### src/rtl/gaussian_pkg.sv
// Constants shared by the Gaussian filter controller and its read-back path,
// plus the read-back FSM state encoding.
package gaussian_pkg;

    localparam int BITS    = 8;
    localparam int ADDRLEN = 21;
    localparam int ROW     = 720;
    localparam int COL     = 1280;
    localparam int WIDTH   = 7;
    localparam int MARGIN  = WIDTH / 2;

    typedef enum logic [1:0] {
        ST_IDLE,
        ST_RUN,
        ST_DRAIN,
        ST_DONE
    } rdback_state_t;

endpackage

### src/rtl/gaussian_rdback_if.sv
// Bank-2 read port, pixel stream and status of the read-back block.
// master = the read-back block, slave = memory / downstream side.
interface gaussian_rdback_if #(
    parameter int BITS    = gaussian_pkg::BITS,
    parameter int ADDRLEN = gaussian_pkg::ADDRLEN
);
    import gaussian_pkg::*;

    logic               start;
    logic [ADDRLEN-1:0] raddr;
    logic               ren;
    logic [BITS-1:0]    rdata;
    logic [BITS-1:0]    pix_data;
    logic               pix_valid;
    logic               pix_ready;
    logic               pix_sof;
    logic               pix_eol;
    logic               pix_eof;
    logic               busy;
    logic               done;

    modport master (
        input  start, rdata, pix_ready,
        output raddr, ren, pix_data, pix_valid, pix_sof, pix_eol, pix_eof, busy, done
    );

    modport slave (
        output start, rdata, pix_ready,
        input  raddr, ren, pix_data, pix_valid, pix_sof, pix_eol, pix_eof, busy, done
    );

endinterface

### src/rtl/gaussian_pix_fifo.sv
// Two-entry output FIFO holding {pixel, sof, eol, eof}; the head entry drives
// the stream outputs directly.
module gaussian_pix_fifo #(
    parameter int DATA_W = 11
) (
    input  logic              clk,
    input  logic              rst,
    input  logic              i_push,
    input  logic [DATA_W-1:0] i_pushData,
    input  logic              i_pop,
    output logic [DATA_W-1:0] o_headData,
    output logic [1:0]        o_occ
);
    import gaussian_pkg::*;

    logic [DATA_W-1:0] r_mem [2];
    logic              r_wrPtr;
    logic              r_rdPtr;
    logic [1:0]        r_occ;

    always_ff @(posedge clk or posedge rst) begin
        if (rst) begin
            r_mem[0] <= '0;
            r_mem[1] <= '0;
            r_wrPtr  <= 1'b0;
            r_rdPtr  <= 1'b0;
            r_occ    <= 2'd0;
        end else begin
            if (i_push) begin
                r_mem[r_wrPtr] <= i_pushData;
                r_wrPtr        <= ~r_wrPtr;
            end
            if (i_pop) begin
                r_rdPtr <= ~r_rdPtr;
            end
            case ({i_push, i_pop})
                2'b10:   r_occ <= r_occ + 2'd1;
                2'b01:   r_occ <= r_occ - 2'd1;
                default: r_occ <= r_occ;
            endcase
        end
    end

    // The upstream credit rule must make these impossible.
    always_ff @(posedge clk) begin
        if (!rst) begin
            assert (!(i_push && !i_pop && r_occ == 2'd2));
            assert (!(i_pop && r_occ == 2'd0));
        end
    end

    assign o_headData = r_mem[r_rdPtr];
    assign o_occ      = r_occ;

endmodule

### src/rtl/gaussian_rdback.sv
// Reads a finished frame out of bank 2 in row-major order and streams it with
// frame/line markers; border pixels are synthesised instead of read.
module gaussian_rdback #(
    parameter int BITS    = gaussian_pkg::BITS,
    parameter int ADDRLEN = gaussian_pkg::ADDRLEN,
    parameter int ROW     = gaussian_pkg::ROW,
    parameter int COL     = gaussian_pkg::COL,
    parameter int MARGIN  = gaussian_pkg::MARGIN,
    parameter logic [BITS-1:0] BORDER_VAL = '0
) (
    input logic clk,
    input logic rst,
    gaussian_rdback_if.master io_bus
);
    import gaussian_pkg::*;

    localparam int RW = $clog2(ROW);
    localparam int CW = $clog2(COL);
    localparam int TW = BITS + 3;

    rdback_state_t      r_state;
    rdback_state_t      w_stateNext;
    logic               r_startPrev;
    logic               r_armed;
    logic [RW-1:0]      r_row;
    logic [CW-1:0]      r_col;
    logic [ADDRLEN-1:0] r_idx;
    logic               r_tagValid;
    logic               r_tagBorder;
    logic               r_tagSof;
    logic               r_tagEol;
    logic               r_tagEof;
    logic [1:0]         w_occ;
    logic [TW-1:0]      w_pushData;
    logic [TW-1:0]      w_headData;
    logic               w_valid;
    logic               w_pop;
    logic               w_issue;
    logic               w_startEdge;
    logic               w_interior;
    logic               w_lastCol;
    logic               w_lastPix;

    // r_armed masks the first cycle after reset so a start held high
    // through reset is not mistaken for a rising edge.
    assign w_startEdge = io_bus.start && !r_startPrev && r_armed;
    assign w_lastCol   = (r_col == CW'(COL - 1));
    assign w_lastPix   = w_lastCol && (r_row == RW'(ROW - 1));
    assign w_interior  = (r_row >= RW'(MARGIN)) && (r_row <= RW'(ROW - 1 - MARGIN)) &&
                         (r_col >= CW'(MARGIN)) && (r_col <= CW'(COL - 1 - MARGIN));
    assign w_valid     = (w_occ != 2'd0);
    assign w_pop       = w_valid && io_bus.pix_ready;
    assign w_issue     = (r_state == ST_RUN) &&
                         (({1'b0, w_occ} + {2'b00, r_tagValid}) < (3'd2 + {2'b00, w_pop}));

    always_ff @(posedge clk or posedge rst) begin
        if (rst) begin
            r_state     <= ST_IDLE;
            r_startPrev <= 1'b0;
            r_armed     <= 1'b0;
        end else begin
            r_state     <= w_stateNext;
            r_startPrev <= io_bus.start;
            r_armed     <= 1'b1;
        end
    end

    // DRAIN may leave in the same cycle the final beat is taken, so done
    // follows the last beat by exactly one cycle.
    always_comb begin
        w_stateNext = r_state;
        case (r_state)
            ST_IDLE:  if (w_startEdge) w_stateNext = ST_RUN;
            ST_RUN:   if (w_issue && w_lastPix) w_stateNext = ST_DRAIN;
            ST_DRAIN: if (!r_tagValid && (w_occ == 2'd0 || (w_occ == 2'd1 && w_pop)))
                          w_stateNext = ST_DONE;
            ST_DONE:  w_stateNext = ST_IDLE;
            default:  w_stateNext = ST_IDLE;
        endcase
    end

    // r_idx tracks COL*r + c incrementally; everything holds after the last
    // issue and clears on the way back to IDLE.
    always_ff @(posedge clk or posedge rst) begin
        if (rst) begin
            r_row <= '0;
            r_col <= '0;
            r_idx <= '0;
        end else if (r_state == ST_DONE) begin
            r_row <= '0;
            r_col <= '0;
            r_idx <= '0;
        end else if (w_issue && !w_lastPix) begin
            r_idx <= r_idx + ADDRLEN'(1);
            if (w_lastCol) begin
                r_col <= '0;
                r_row <= r_row + RW'(1);
            end else begin
                r_col <= r_col + CW'(1);
            end
        end
    end

    always_ff @(posedge clk or posedge rst) begin
        if (rst) begin
            r_tagValid  <= 1'b0;
            r_tagBorder <= 1'b0;
            r_tagSof    <= 1'b0;
            r_tagEol    <= 1'b0;
            r_tagEof    <= 1'b0;
        end else begin
            r_tagValid <= w_issue;
            if (w_issue) begin
                r_tagBorder <= !w_interior;
                r_tagSof    <= (r_idx == '0);
                r_tagEol    <= w_lastCol;
                r_tagEof    <= w_lastPix;
            end
        end
    end

    assign w_pushData = {(r_tagBorder ? BORDER_VAL : io_bus.rdata), r_tagSof, r_tagEol, r_tagEof};

    gaussian_pix_fifo #(
        .DATA_W (TW)
    ) u_fifo (
        .clk        (clk),
        .rst        (rst),
        .i_push     (r_tagValid),
        .i_pushData (w_pushData),
        .i_pop      (w_pop),
        .o_headData (w_headData),
        .o_occ      (w_occ)
    );

    assign io_bus.ren       = w_issue && w_interior;
    assign io_bus.raddr     = r_idx;
    assign io_bus.pix_valid = w_valid;
    assign io_bus.pix_data  = w_headData[TW-1:3];
    assign io_bus.pix_sof   = w_valid && w_headData[2];
    assign io_bus.pix_eol   = w_valid && w_headData[1];
    assign io_bus.pix_eof   = w_valid && w_headData[0];
    assign io_bus.busy      = (r_state == ST_RUN) || (r_state == ST_DRAIN);
    assign io_bus.done      = (r_state == ST_DONE);

endmodule
### src/flat_wrapper.sv
// flat-port wrapper written by rule: the top's interface ports become plain ports
module gaussian_rdback_flat import gaussian_pkg::*;
#(
    parameter int BITS    = gaussian_pkg::BITS,
    parameter int ADDRLEN = gaussian_pkg::ADDRLEN,
    parameter int ROW     = gaussian_pkg::ROW,
    parameter int COL     = gaussian_pkg::COL,
    parameter int MARGIN  = gaussian_pkg::MARGIN,
    parameter logic [BITS-1:0] BORDER_VAL = '0
)
  (clk, rst, io_bus_start, io_bus_rdata, io_bus_pix_ready, io_bus_raddr, io_bus_ren, io_bus_pix_data, io_bus_pix_valid, io_bus_pix_sof, io_bus_pix_eol, io_bus_pix_eof, io_bus_busy, io_bus_done);
  gaussian_rdback_if #(.BITS(BITS), .ADDRLEN(ADDRLEN)) io_bus_i ();
  input logic clk;
  input logic rst;
  input wire logic [$bits(io_bus_i.start)-1:0] io_bus_start;
  input wire logic [$bits(io_bus_i.rdata)-1:0] io_bus_rdata;
  input wire logic [$bits(io_bus_i.pix_ready)-1:0] io_bus_pix_ready;
  output wire logic [$bits(io_bus_i.raddr)-1:0] io_bus_raddr;
  output wire logic [$bits(io_bus_i.ren)-1:0] io_bus_ren;
  output wire logic [$bits(io_bus_i.pix_data)-1:0] io_bus_pix_data;
  output wire logic [$bits(io_bus_i.pix_valid)-1:0] io_bus_pix_valid;
  output wire logic [$bits(io_bus_i.pix_sof)-1:0] io_bus_pix_sof;
  output wire logic [$bits(io_bus_i.pix_eol)-1:0] io_bus_pix_eol;
  output wire logic [$bits(io_bus_i.pix_eof)-1:0] io_bus_pix_eof;
  output wire logic [$bits(io_bus_i.busy)-1:0] io_bus_busy;
  output wire logic [$bits(io_bus_i.done)-1:0] io_bus_done;
  assign io_bus_i.start = io_bus_start;
  assign io_bus_i.rdata = io_bus_rdata;
  assign io_bus_i.pix_ready = io_bus_pix_ready;
  assign io_bus_raddr = io_bus_i.raddr;
  assign io_bus_ren = io_bus_i.ren;
  assign io_bus_pix_data = io_bus_i.pix_data;
  assign io_bus_pix_valid = io_bus_i.pix_valid;
  assign io_bus_pix_sof = io_bus_i.pix_sof;
  assign io_bus_pix_eol = io_bus_i.pix_eol;
  assign io_bus_pix_eof = io_bus_i.pix_eof;
  assign io_bus_busy = io_bus_i.busy;
  assign io_bus_done = io_bus_i.done;
  gaussian_rdback #(.BITS(BITS), .ADDRLEN(ADDRLEN), .ROW(ROW), .COL(COL), .MARGIN(MARGIN), .BORDER_VAL(BORDER_VAL)) u_core (.clk(clk), .rst(rst), .io_bus(io_bus_i));
endmodule
### config.mk
export PLATFORM = sky130hd
export DESIGN_NAME = gaussian_rdback_flat
export DESIGN_NICKNAME = d
export VERILOG_FILES = /design/src/rtl/gaussian_pkg.sv /design/src/rtl/gaussian_rdback_if.sv /design/src/rtl/gaussian_pix_fifo.sv /design/src/rtl/gaussian_rdback.sv /design/src/flat_wrapper.sv
export SDC_FILE = /design/constraint.sdc
export NUM_CORES = 1
export LEC_CHECK = 0
export CAP_MARGIN = 25
export CELL_PAD_IN_SITES_DETAIL_PLACEMENT = 1
export CELL_PAD_IN_SITES_GLOBAL_PLACEMENT = 1
export CORE_MARGIN = 4
export CORE_UTILIZATION = 45
export CTS_CLUSTER_SIZE = 30
export DETAILED_ROUTE_END_ITERATION = 16
export PLACE_DENSITY = 0.81
export SYNTH_ARGS = -nofsm -noshare
export SYNTH_HDL_FRONTEND = slang
export SYNTH_SLANG_ARGS = --single-unit
### constraint.sdc
create_clock -name clk -period 6.1 [get_ports clk]
set_input_delay 1.525 -clock clk [delete_from_list [all_inputs] [get_ports clk]]
set_output_delay 1.525 -clock clk [all_outputs]
set_load 0.01 [all_outputs]
[Word level (Yosys, flattened, before mapping)]
Index checks and enable logic that the tools add are counted.
Cells by class
  add/sub/neg operators: 7
  $lt $le $gt $ge: 8
  equality and inequality tests: 11
  multiplexer cells: 20
  bitwise logic cells: 4
  reduce and logical (&&, ||, !) cells: 32
Operators with widths (count)
  $mux 11: 7
  $mux 21: 2
  $mux 10: 3
  $bwmux 22: 1
  $add 21x1->21 const B: 1
  $logic_not 21->1: 1
  $logic_and 1x1->1: 17
  $add 11x1->11 const B: 1
  $demux 11 s1: 1
  $eq 11x11->1 const B: 1
  $ge 11x2->1 const B: 1
  $le 11x11->1 const B: 1
  $add 10x1->10 const B: 1
  $eq 10x10->1 const B: 1
  $ge 10x2->1 const B: 1
  $le 10x10->1 const B: 1
  $mux 8: 1
  $pmux 2 s4: 1
  $reduce_bool 2->1: 4
  $eq 2x1->1 const B: 3
  $eq 2x2->1 const B: 3
  $mux 2: 3
  $ge 2x2->1 const B: 2
  $logic_not 1->1: 4
  other kinds (15): 20
Storage, ports and cells
  register bits after elaboration: 77
  input port bits: 12
  word-level logic and storage cells: 98

[Depth between registers and ports, before layout]
  depth in word-level cells: 8
  depth in mapped cells: 9
  mapped depth without buffers: 8

[Cells and area by module]
From an unflattened synthesis, not the netlist that was laid out.
Second synthesis, totals
  cell total of the unflattened synthesis: 389
  area, all modules: 4017.6 um^2
By module, submodules not included
  gaussian_rdback: instances 1, cells each 316, area an instance 2890.3 um^2, seq. area each 1276.2 um^2
  gaussian_pix_fifo: instances 1, cells each 73, area an instance 1127.3 um^2, seq. area each 650.6 um^2

[Least setup slack after synthesis]
No wires, ideal clock.
  kind: input port to output port
  start: input port io_bus_pix_ready
  end: output port io_bus_ren
  data arrival time: 2.801 ns
  data required time: 4.575 ns
  path slack: 1.774 ns
  stages on the path: 6
  cell sequence: or3b_1 > a21o_4 > clkinv_8 > buf_4 > nand3_1 > a221oi_1
Between the ends
  cells in the longest elaborated chain, start to end: 5
Ends and longest elaborated chain
  start: declaration: RTL line flat_wrapper.sv:17  | input wire logic [$bits(io_bus_i.pix_ready)-1:0] io_bus_pix_ready;
  $logic_and 1x1->1: RTL line gaussian_rdback.sv:52  | assign w_pop = w_valid && io_bus.pix_ready;
  $add 2x1->3: RTL line gaussian_rdback.sv:54  | (({1'b0, w_occ} + {2'b00, r_tagValid}) < (3'd2 + {2'b00, w_pop}));
  $lt 3x3->1: RTL line gaussian_rdback.sv:54
  $logic_and 1x1->1: RTL line gaussian_rdback.sv:53  | assign w_issue = (r_state == ST_RUN) &&
  via u_core.w_issue: RTL line gaussian_rdback.sv:38  | logic w_issue;
  $logic_and 1x1->1: RTL line gaussian_rdback.sv:136  | assign io_bus.ren = w_issue && w_interior;
  end: declaration: RTL line flat_wrapper.sv:19  | output wire logic [$bits(io_bus_i.ren)-1:0] io_bus_ren;
The timed path passes the listed nets, and every way through them passes these cells.

[Final worst setup path]
  start: input port io_bus_pix_ready
  end: output port io_bus_ren
Between the ends
  cells in the longest elaborated chain, start to end: 5
Ends and longest elaborated chain (RTL line)
  $logic_and 1x1->1: gaussian_rdback.sv:52
  $add 2x1->3: gaussian_rdback.sv:54
  $lt 3x3->1: gaussian_rdback.sv:54
  $logic_and 1x1->1: gaussian_rdback.sv:53
  $logic_and 1x1->1: gaussian_rdback.sv:136
No other way between the ends.

==> flow_summary_export.csv <==
group,metric,value,unit
outcome,status,"finished clean",
layout,area_delta_synth_final,16.75,%
critical_path,crit_type,"in -> out",
timing,maxSlewHeadroom,0.4206,
timing,worst_pin_slew,867.8,ps
floorplan,core_area,9240,µm²
routing,wl_per_cell,17.22,µm
timing,fin_crit_sh,0.8920,
floorplan,io-pin-count,48,
layout,num-fill-cells,1016,
placed_design,preCtsSetupSlack,636.6,ps
timing,setup-tns-final,0,ps
global_route,grt_pass1_vias,3627,
layout,final_cell_mix,"77 x dfrtp_1, 47 x clkdlybuf4s50_1, 38 x nand2_1, 38 x nor2_1, 34 x o21ai_0",
synth,ys_ff_latch,77,
synth,avgSynthCellArea,10.13,µm²
synth,yosysWarnings,0,
synth,synth-edff-count,0,
placed_design,dpl_cell_area,4831,µm²
global_route,grt_pass1_wl,18.09,mm
timing,finalSetupViolCount,0,
clock_tree,post_cts_resize_count,0,
synth,async_reset_ff_frac,1.000,
placed_design,dpl.hpwl,7.334,mm
placed_design,gp_congestion,0.7944,
timing,skew,11.21,ps
timing,grt_setup_unrepaired,"false",
power,ir_drop,0.2142,mV
timing,whs,479.7,ps
routing,avgViaCountPerCell,5.615,
clock_tree,clockBufferDepth,2,
synth,seq_area_frac_synth,0.4510,
clock_tree,path_clk_slew,80,ps
floorplan,start_util,0.4624,
layout,drive_above_1_share,0.1237,
critical_path,required,4580,ps
clock_tree,cts_root_buf,"clkbuf_8",
layout,final_common_cell,"dfrtp_1",
clock_tree,cts_num_sinks,77,
routing,ant_nets,0,
job,drv_cap,0,
layout,final_area,4989,µm²
timing,period_minus_slack,5441,ps
critical_path,end_kind,"output port",
clock_tree,cts_hold_buf,0,
routing,firstDrtPassIters,4,
floorplan,die_h,105.4,µm
clock_tree,cts-htree-levels,3,
routing,post-route-drc-count,0,
global_route,grt-ovfl-total,0,
clock_tree,cts_setup_buffers,0,
routing,drt_iter0_drc,108,
clock_tree,insertion_delay,350,ps
global_route,track_usage,0.1984,
floorplan,dieArea,11120,µm²
synth,synth_ff_type,"dfrtp_1",
critical_path,cp_data_arrival_time,3920,ps
critical_path,setup.worst_path.start_class,"input port",
routing,vias,3358,
power,powerDensity,353.7,nW/µm²
timing,fmax,0.1838,GHz
power,p_leak,1.997,nW
min_path,hp-class,"reg -> reg",
placed_design,port_buffers,47,
critical_path,path_max_fanout,21,
routing,routed_wl,10.30,mm
timing,slew_violations,0,
layout,diodes,0,
clock_tree,cts_tree,"done",
floorplan,fp-row-count,35,
synth,synthDistinctLibCells,58,
synth,synth_nets,449,
floorplan,chipWidth,105.4,µm
synth,syn_area,4273,µm²
clock_tree,cts_made_buffers,9,
timing,setup_ws,658.8,ps
timing,finalHoldViolCount,0,
synth,syn_inst,422,
layout,nets,492,
global_route,grt_max_degree,41,
global_route,antenna_found_initial,0,
==> flip-flops by register name, indices dropped and copies added (netlist names), 2 cells and up <==
| name | flops |
|---|---|
| u_core.r_col | 11 |
| u_core.r_state | 2 |
| u_core.u_fifo.r_mem | 22 |
| u_core.io_bus.raddr | 21 |
| u_core.u_fifo.o_occ | 2 |
| u_core.r_row | 10 |
==> path summary, 6_finish.rpt <==
check,from,end,slack [ps],cells past startpoint
max in group asynchronous,rst,u_core.r_row[6],3420,3
max,io_bus_pix_ready,io_bus_ren,660,7
min reg2reg,u_core.u_fifo.r_mem[18],u_core.u_fifo.r_mem[18],480,2
min in group asynchronous,rst,u_core.u_fifo.r_mem[5],1670,2
min,u_core.u_fifo.r_mem[18],u_core.u_fifo.r_mem[18],480,2
max reg2reg,u_core.u_fifo.o_occ[0],u_core.io_bus.raddr[18],3510,8
==> worst max-delay path, stage by stage <==
cell and delay, ps:
clkdlybuf4s50_1 500, or3b_1 370, a21o_4 360, clkinv_8 150
nand3_1 70, a221oi_1 310, clkdlybuf4s50_1 610
==> stage by stage <==
| stage | instances | utilization | total power, W |
|---|---|---|---|
| after detailed placement | 583 | 0.5228 | 0.001447 |
| after global placement | 583 | 0.5228 | 0.001403 |
| after CTS | 598 | 0.5399 | 0.001787 |
| after global routing | 598 | 0.5399 | 0.001897 |
| final | 598 | 0.5399 | 0.001764 |
| after floorplan | 422 | - | 0.001243 |
==> layout make-up <==
| type | instances | area [µm²] | area share |
|---|---|---|---|
| clock inverters | 4 | 26.28 | 0.005267 |
| well taps | 129 | 161.4 | 0.03236 |
| clock buffers | 11 | 131.4 | 0.02634 |
| repair buffers | 50 | 493.0 | 0.09882 |
| flip-flops and latches | 77 | 1927 | 0.3863 |
| inverters | 17 | 76.32 | 0.01530 |
| multi-input cells | 310 | 2173 | 0.4357 |
==> per-layer routing <==
| layer | vias up | GRT usage | wire length (µm) |
|---|---|---|---|
| met3 | 9 | 0.04287 | 340 |
| met4 | 0 | 0.04405 | 103 |
| met1 | 1709 | 0.2613 | 4760 |
| li1 | 1584 | - | - |
| met2 | 56 | 0.3352 | 5092 |
| met5 | - | 0 | 0 |
==> synth_stat cells (2+ instances only) <==
cell type	instances	area share
dfrtp_1	77	0.45
nand2_1	38	0.033
nor2_1	38	0.033
o21ai_0	34	0.040
xnor2_1	21	0.043
nand3_1	19	0.022
a21oi_1	17	0.020
inv_1	16	0.014
ha_1	15	0.044
mux2_2	15	0.040
nand2b_1	11	0.016
clkbuf_1	10	0.0088
or3_1	10	0.015
nand4_1	9	0.013
nor4_1	7	0.010
xor2_1	7	0.014
mux2i_1	6	0.014
nor3_1	6	0.0070
a2111oi_2	4	0.014
and3_1	4	0.0059
o31ai_1	4	0.0070
or4_1	4	0.0070
and4_1	3	0.0062
buf_6	3	0.0079
nor4_2	3	0.0088
a2111oi_4	2	0.013
a211oi_1	2	0.0035
and2_1	2	0.0029
buf_1	2	0.0018
buf_2	2	0.0023
nor4_4	2	0.010
o2111ai_1	2	0.0041
or3_4	2	0.0053
==> kinds of logic after synthesis <==
group | count (synthesis) | synth area share
adder cells (fa/ha/maj) | 15 | 0.04392
flip-flops | 77 | 0.4510
buffers and inverters | 35 | 0.04041
multiplexers | 21 | 0.05359
AND/OR/NAND/NOR | 168 | 0.2182
AO/OA/AOI/OAI | 77 | 0.1347
XOR/XNOR | 28 | 0.05739
other | 1 | 0.0008776
==> report_power, final <==
part | leakage, nW | switching (W) | internal [W] | total (W)
combinational | 0.976 | 0.000444 | 0.000277 | 0.000721
clock | 0.0792 | 0.000190 | 0.000145 | 0.000335
sequential | 0.942 | 0.000120 | 0.000589 | 0.000708
total | 2.00 | 0.000753 | 0.00101 | 0.00176
Power figures use the tool's default switching activity.
